<file path="src/rtl/tow_scoreboard_if.sv">
// Signal bundle between the tug-of-war playfield and its scoreboard.
// The playfield side drives the pulls and end-light status; the scoreboard returns score and round control.
interface tow_scoreboard_if;
  logic       L;
  logic       R;
  logic       leftOn;
  logic       rightOn;
  logic       roundReset;
  logic [6:0] hexL;
  logic [6:0] hexR;
  logic       matchOver;
  logic [1:0] winner;

  modport master (
    output L, R, leftOn, rightOn,
    input  roundReset, hexL, hexR, matchOver, winner
  );

  modport slave (
    input  L, R, leftOn, rightOn,
    output roundReset, hexL, hexR, matchOver, winner
  );
endinterface

</file>
<file path="src/rtl/tow_scoreboard.sv">
// Match-level scorekeeper for the tug-of-war game: scores round wins, holds each point on the
// displays for a while, then pulses roundReset to restart the playfield, until one side reaches WIN_SCORE.
module tow_scoreboard #(
  parameter int WIN_SCORE   = 7,
  parameter int HOLD_CYCLES = 4,
  parameter int CNT_W       = 25
) (
  input logic             clk,
  input logic             reset,
  tow_scoreboard_if.slave tow
);

  typedef enum logic [1:0] {PLAY, HOLD, RESTART, DONE} state_t;

  localparam logic [2:0]       WIN       = 3'(WIN_SCORE);
  localparam logic [CNT_W-1:0] HOLD_LOAD = CNT_W'(HOLD_CYCLES - 1);
  localparam logic [CNT_W-1:0] CNT_ONE   = CNT_W'(1);

  // Active-low seven-segment pattern, bit order gfedcba.
  function automatic logic [6:0] seg(input logic [2:0] d);
    logic [6:0] s;
    case (d)
      3'd0:    s = 7'b1000000;
      3'd1:    s = 7'b1111001;
      3'd2:    s = 7'b0100100;
      3'd3:    s = 7'b0110000;
      3'd4:    s = 7'b0011001;
      3'd5:    s = 7'b0010010;
      3'd6:    s = 7'b0000010;
      default: s = 7'b1111000;
    endcase
    return s;
  endfunction

  state_t           state;
  logic [2:0]       score_l;
  logic [2:0]       score_r;
  logic [CNT_W-1:0] cnt;
  logic             left_point;
  logic             right_point;

  // Simultaneous pulls cancel on the playfield, so each point excludes the opposite pull.
  always_comb begin
    left_point  = tow.leftOn  & tow.L & ~tow.R;
    right_point = tow.rightOn & tow.R & ~tow.L;
  end

  always_ff @(posedge clk or negedge reset) begin
    if (!reset) begin
      state          <= PLAY;
      score_l        <= '0;
      score_r        <= '0;
      cnt            <= '0;
      tow.roundReset <= 1'b0;
      tow.matchOver  <= 1'b0;
      tow.winner     <= '0;
      tow.hexL       <= seg(3'd0);
      tow.hexR       <= seg(3'd0);
    end else begin
      tow.roundReset <= 1'b0;
      case (state)
        PLAY: begin
          if (left_point ^ right_point) begin
            if (left_point) begin
              score_l  <= score_l + 3'd1;
              tow.hexL <= seg(score_l + 3'd1);
            end else begin
              score_r  <= score_r + 3'd1;
              tow.hexR <= seg(score_r + 3'd1);
            end
            cnt   <= HOLD_LOAD;
            state <= HOLD;
          end
        end
        HOLD: begin
          if (cnt == '0) begin
            if (score_l == WIN || score_r == WIN) begin
              state         <= DONE;
              tow.matchOver <= 1'b1;
              tow.winner    <= {score_r == WIN, score_l == WIN};
            end else begin
              // roundReset is registered here so it is high during the RESTART cycle itself.
              state          <= RESTART;
              tow.roundReset <= 1'b1;
            end
          end else begin
            cnt <= cnt - CNT_ONE;
          end
        end
        RESTART: state <= PLAY;
        DONE:    state <= DONE;
        default: state <= PLAY;
      endcase
    end
  end

endmodule

</file>
<file path="src/flat_wrapper.sv">
// flat-port wrapper written by rule: the top's interface ports become plain ports
module tow_scoreboard_flat 
#(
  parameter int WIN_SCORE   = 7,
  parameter int HOLD_CYCLES = 4,
  parameter int CNT_W       = 25
)
  (clk, reset, tow_L, tow_R, tow_leftOn, tow_rightOn, tow_roundReset, tow_hexL, tow_hexR, tow_matchOver, tow_winner);
  tow_scoreboard_if tow_i ();
  input logic clk;
  input logic reset;
  input wire logic [$bits(tow_i.L)-1:0] tow_L;
  input wire logic [$bits(tow_i.R)-1:0] tow_R;
  input wire logic [$bits(tow_i.leftOn)-1:0] tow_leftOn;
  input wire logic [$bits(tow_i.rightOn)-1:0] tow_rightOn;
  output wire logic [$bits(tow_i.roundReset)-1:0] tow_roundReset;
  output wire logic [$bits(tow_i.hexL)-1:0] tow_hexL;
  output wire logic [$bits(tow_i.hexR)-1:0] tow_hexR;
  output wire logic [$bits(tow_i.matchOver)-1:0] tow_matchOver;
  output wire logic [$bits(tow_i.winner)-1:0] tow_winner;
  assign tow_i.L = tow_L;
  assign tow_i.R = tow_R;
  assign tow_i.leftOn = tow_leftOn;
  assign tow_i.rightOn = tow_rightOn;
  assign tow_roundReset = tow_i.roundReset;
  assign tow_hexL = tow_i.hexL;
  assign tow_hexR = tow_i.hexR;
  assign tow_matchOver = tow_i.matchOver;
  assign tow_winner = tow_i.winner;
  tow_scoreboard #(.WIN_SCORE(WIN_SCORE), .HOLD_CYCLES(HOLD_CYCLES), .CNT_W(CNT_W)) u_core (.clk(clk), .reset(reset), .tow(tow_i));
endmodule
</file>
<file path="config.mk">
export PLATFORM = sky130hd
export DESIGN_NAME = tow_scoreboard_flat
export DESIGN_NICKNAME = d
export VERILOG_FILES = /design/src/rtl/tow_scoreboard_if.sv /design/src/rtl/tow_scoreboard.sv /design/src/flat_wrapper.sv
export SDC_FILE = /design/constraint.sdc
export NUM_CORES = 1
export LEC_CHECK = 0
export BUFFER_PORTS_ARGS = -buffer_cell sky130_fd_sc_hd__buf_2
export CAP_MARGIN = 30
export CORE_MARGIN = 2
export CORE_UTILIZATION = 60
export CTS_CLUSTER_DIAMETER = 100
export DETAILED_ROUTE_END_ITERATION = 8
export HOLD_SLACK_MARGIN = 0.12
export PLACE_DENSITY = 0.8
export SLEW_MARGIN = 20
export SYNTH_ARGS = -nofsm -noshare
export SYNTH_HDL_FRONTEND = slang
export SYNTH_SLANG_ARGS = --single-unit
export TNS_END_PERCENT = 20
</file>
<file path="constraint.sdc">
create_clock -name clk -period 4.7 [get_ports clk]
set_clock_uncertainty 0.15 [all_clocks]
set_input_delay 0.94 -clock clk [delete_from_list [all_inputs] [get_ports clk]]
set_output_delay 0.94 -clock clk [all_outputs]
set_load 0.02 [all_outputs]
</file>
==> flow_metrics.py <==
metrics = {
    "setup_path": {
        "cp_cell_sequence": "or3_1 > or4_1 > or4_1 > or4_1 > a21oi_1",
        "critical_path_class": "register to register",
        "worstSetupStartpointType": "register",
        "crit_top_cell": "or4_1",
        "endpoint_kind": "register",
        "slowest_delay_ns": 0.65,
        "cp_max_fo": 8,
        "required_ns": 4.77,
        "arrival_ns": 3.05,
        "cpMaxStageDelayCell": "or4_1",
    },
    "drt": {
        "drt_iter0_drc": 139,
        "vias_per_cell": 6.02,
        "met3_length_um": 170,
        "route.detailed.drc": 0,
        "wl_met2_mm": 2.39,
        "ant_nets": 0,
        "vias": 2018,
        "wl_per_cell_um": 15.1,
        "firstDrtPassIters": 4,
        "m1WireLength_mm": 2.45,
        "wl_mm": 5.07,
        "top_layer_used": "met4",
    },
    "clock_tree": {
        "postCtsSetupBuffers": 0,
        "cts_resized": 0,
        "ctsHtreeMaxLevel": 2,
        "cts_hold_buf": 0,
        "path_clk_slew_ns": 0.09,
        "clockBufferDepth": 2,
        "cts_made_buffers": 5,
        "cts_root_buf": "clkbuf_8",
        "insertion_delay_ns": 0.30,
        "clock_sinks": 51,
        "cts_tree": "built",
    },
    "synth": {
        "yosysTopAreaCellShare_pct": 46.5,
        "synth_area_leader_cell": "dfrtp_1",
        "syn-num-nets": 278,
        "yosysWarnings": 0,
        "yosysMostFrequentCell": "dfrtp_1",
        "synth-seq-cells": 51,
        "syn_area_per_cell_sq_um": 10.2,
        "synth_common_cells": "dfrtp_1, nand2_1, o21ai_0",
        "synthFlopType": "dfrtp_1",
        "synth.top_cells.by_area": "dfrtp_1, ha_1, nand2_1, o21ai_0, o31ai_1",
        "synthArstFlopShare_pct": 100,
        "synth_edf_count": 0,
        "netlist_instances": 258,
        "synth-seq-area-share_pct": 48.5,
        "netlist_area_sq_um": 2640,
        "synth_cell_types": 42,
    },
    "place": {
        "io_buffers": 23,
        "placed_area_sq_um": 2800,
        "place_inst": 327,
        "gp_congestion": 0.808,
        "hpwl_mm": 3.52,
    },
    "finish": {
        "n_antenna_cell": 0,
        "stdcell_count": 335,
        "drive_above_1_share_pct": 15.5,
        "seqCellArea_sq_um": 1280,
        "nets": 302,
        "nFillCells": 341,
        "design_area_sq_um": 2920,
        "multi_input_area_sq_um": 1290,
        "area_growth_pct": 10.6,
    },
    "sta": {
        "setup_viol": 0,
        "fmax_mhz": 336,
        "tightest_slew_ns": 0.867,
        "slew_headroom_pct": 41.8,
        "finalCritPeriodShare_pct": 63.3,
        "min_period_ns": 2.97,
        "hold_viol": 0,
        "slew_viol_final": 0,
        "fin_tns_setup_ns": 0,
        "rsz0062_at_grt": "false",
        "hold_slack_ns": 0.329,
    },
    "global_route": {
        "grt_pass1_vias": 1935,
        "grt_max_degree": 52,
        "gr-total-overflow": 0,
        "antenna_found_initial": 0,
        "track_usage_pct": 22.0,
        "grt_pass1_wl_mm": 8.79,
    },
    "run": {
        "cap_violations": 0,
    },
    "power": {
        "p_leak_nw": 1.36,
        "power.total_mw": 1.90,
        "max-vdd-ir-drop_v": 0.000349,
        "p_per_area_nw_per_um2": 650,
    },
    "die": {
        "fp-row-count": 24,
        "fp.dieW_um": 70.3,
        "dieHeight_um": 70.3,
        "core-area_sq_um": 4290,
        "io_pins": 24,
        "start_util_pct": 61.4,
        "die-area_sq_um": 4940,
    },
    "status": {
        "status": "finished, final reports clean",
    },
    "worst_hold_path": {
        "hp-class": "register to register",
    },
}
[final timing paths]
kind | start | endpoint | slack, ns | cells past startpoint
setup reg to reg | u_core.cnt[4] | u_core.cnt[21] | 1.73 | 5
max in group asynchronous | reset | u_core.cnt[8] | 3.40 | 2
hold / removal | u_core.tow.hexR[3] | u_core.tow.hexR[3] | 0.33 | 2
hold reg to reg | u_core.tow.hexR[3] | u_core.tow.hexR[3] | 0.33 | 2
min in group asynchronous | reset | u_core.cnt[10] | 0.59 | 2
setup / recovery | u_core.cnt[4] | u_core.cnt[21] | 1.73 | 5
[metrics by stage]
step / setup slack, ns / util, %
floorplan: 1.93 / -
global placement: 1.79 / 64.9
detailed placement: 1.75 / 65.2
CTS: 1.73 / 67.8
global route: 1.61 / 67.9
finish: 1.73 / 67.9
[cells by family after synthesis]
family,Yosys count,share of synthesized area [%]
xor gates and xnor gates,5,1.66
AOI/OAI and AO/OA,61,15.0
DFF,51,48.5
adders and majority gates,14,6.64
buffers and inverters,19,2.80
muxes,13,5.22
and+or+nand+nor,95,20.2
[critical path: cells and delay by family, from the launching register on]
| family | cells | cell delay [ns] |
|---|---|---|
| AND/OR/NAND/NOR | 4 | 2.16 |
| flip-flops | 1 | 0.43 |
| AO/OA/AOI/OAI | 1 | 0.15 |
[state kept, by name, summed over array words and instances (netlist names)]
signal / count
u_core.cnt: 25
u_core.tow.hexL: 7
u_core.tow.hexR: 7
u_core.score_l: 3
u_core.score_r: 3
u_core.state: 2
u_core.tow.winner: 2
u_core.tow.matchOver: 1
u_core.tow.roundReset: 1
[cells in the final DEF (no fill, tap or decap), types with 4 or more instances in the layout]
| cell | synthesis | layout |
|---|---|---|
| dfrtp_1 | 49 | 49 |
| nand2_1 | 24 | 24 |
| buf_2 | 1 | 24 |
| o21ai_0 | 17 | 17 |
| nor2_1 | 14 | 14 |
| ha_1 | 14 | 14 |
| o31ai_1 | 11 | 11 |
| inv_1 | 10 | 10 |
| nor4_1 | 10 | 10 |
| or4_1 | 10 | 10 |
| a21oi_1 | 10 | 10 |
| o211ai_1 | 8 | 8 |
| mux2i_1 | 7 | 7 |
| nor3_1 | 7 | 6 |
| mux2_2 | 6 | 6 |
| nor2b_1 | 5 | 5 |
| clkbuf_8 | 0 | 5 |
| nand2b_1 | 4 | 4 |
| or3_1 | 4 | 4 |
| o41ai_1 | 4 | 4 |
[layer usage]
metal	GRT usage [%]	vias up
li1	-	1013
met1	29.8	955
met2	36.3	44
met3	3.90	6
met4	6.62	0
met5	0	-
[layout make-up]
type / count / area share, %
multi-input cells: 188 / 44.2
repair buffers: 26 / 4.63
well taps: 52 / 2.23
clock buffers: 6 / 2.49
flip-flops and latches: 51 / 43.8
clock inverters: 2 / 1.29
inverters: 10 / 1.29
[power by group]
group | internal, mW | total, mW | leakage (nW) | switching [mW]
Combinational | 0.330 | 0.817 | 0.647 | 0.487
Clock | 0.159 | 0.301 | 0.0514 | 0.142
Sequential | 0.608 | 0.779 | 0.657 | 0.171
Note: power is estimated with default switching activity, not from simulation.
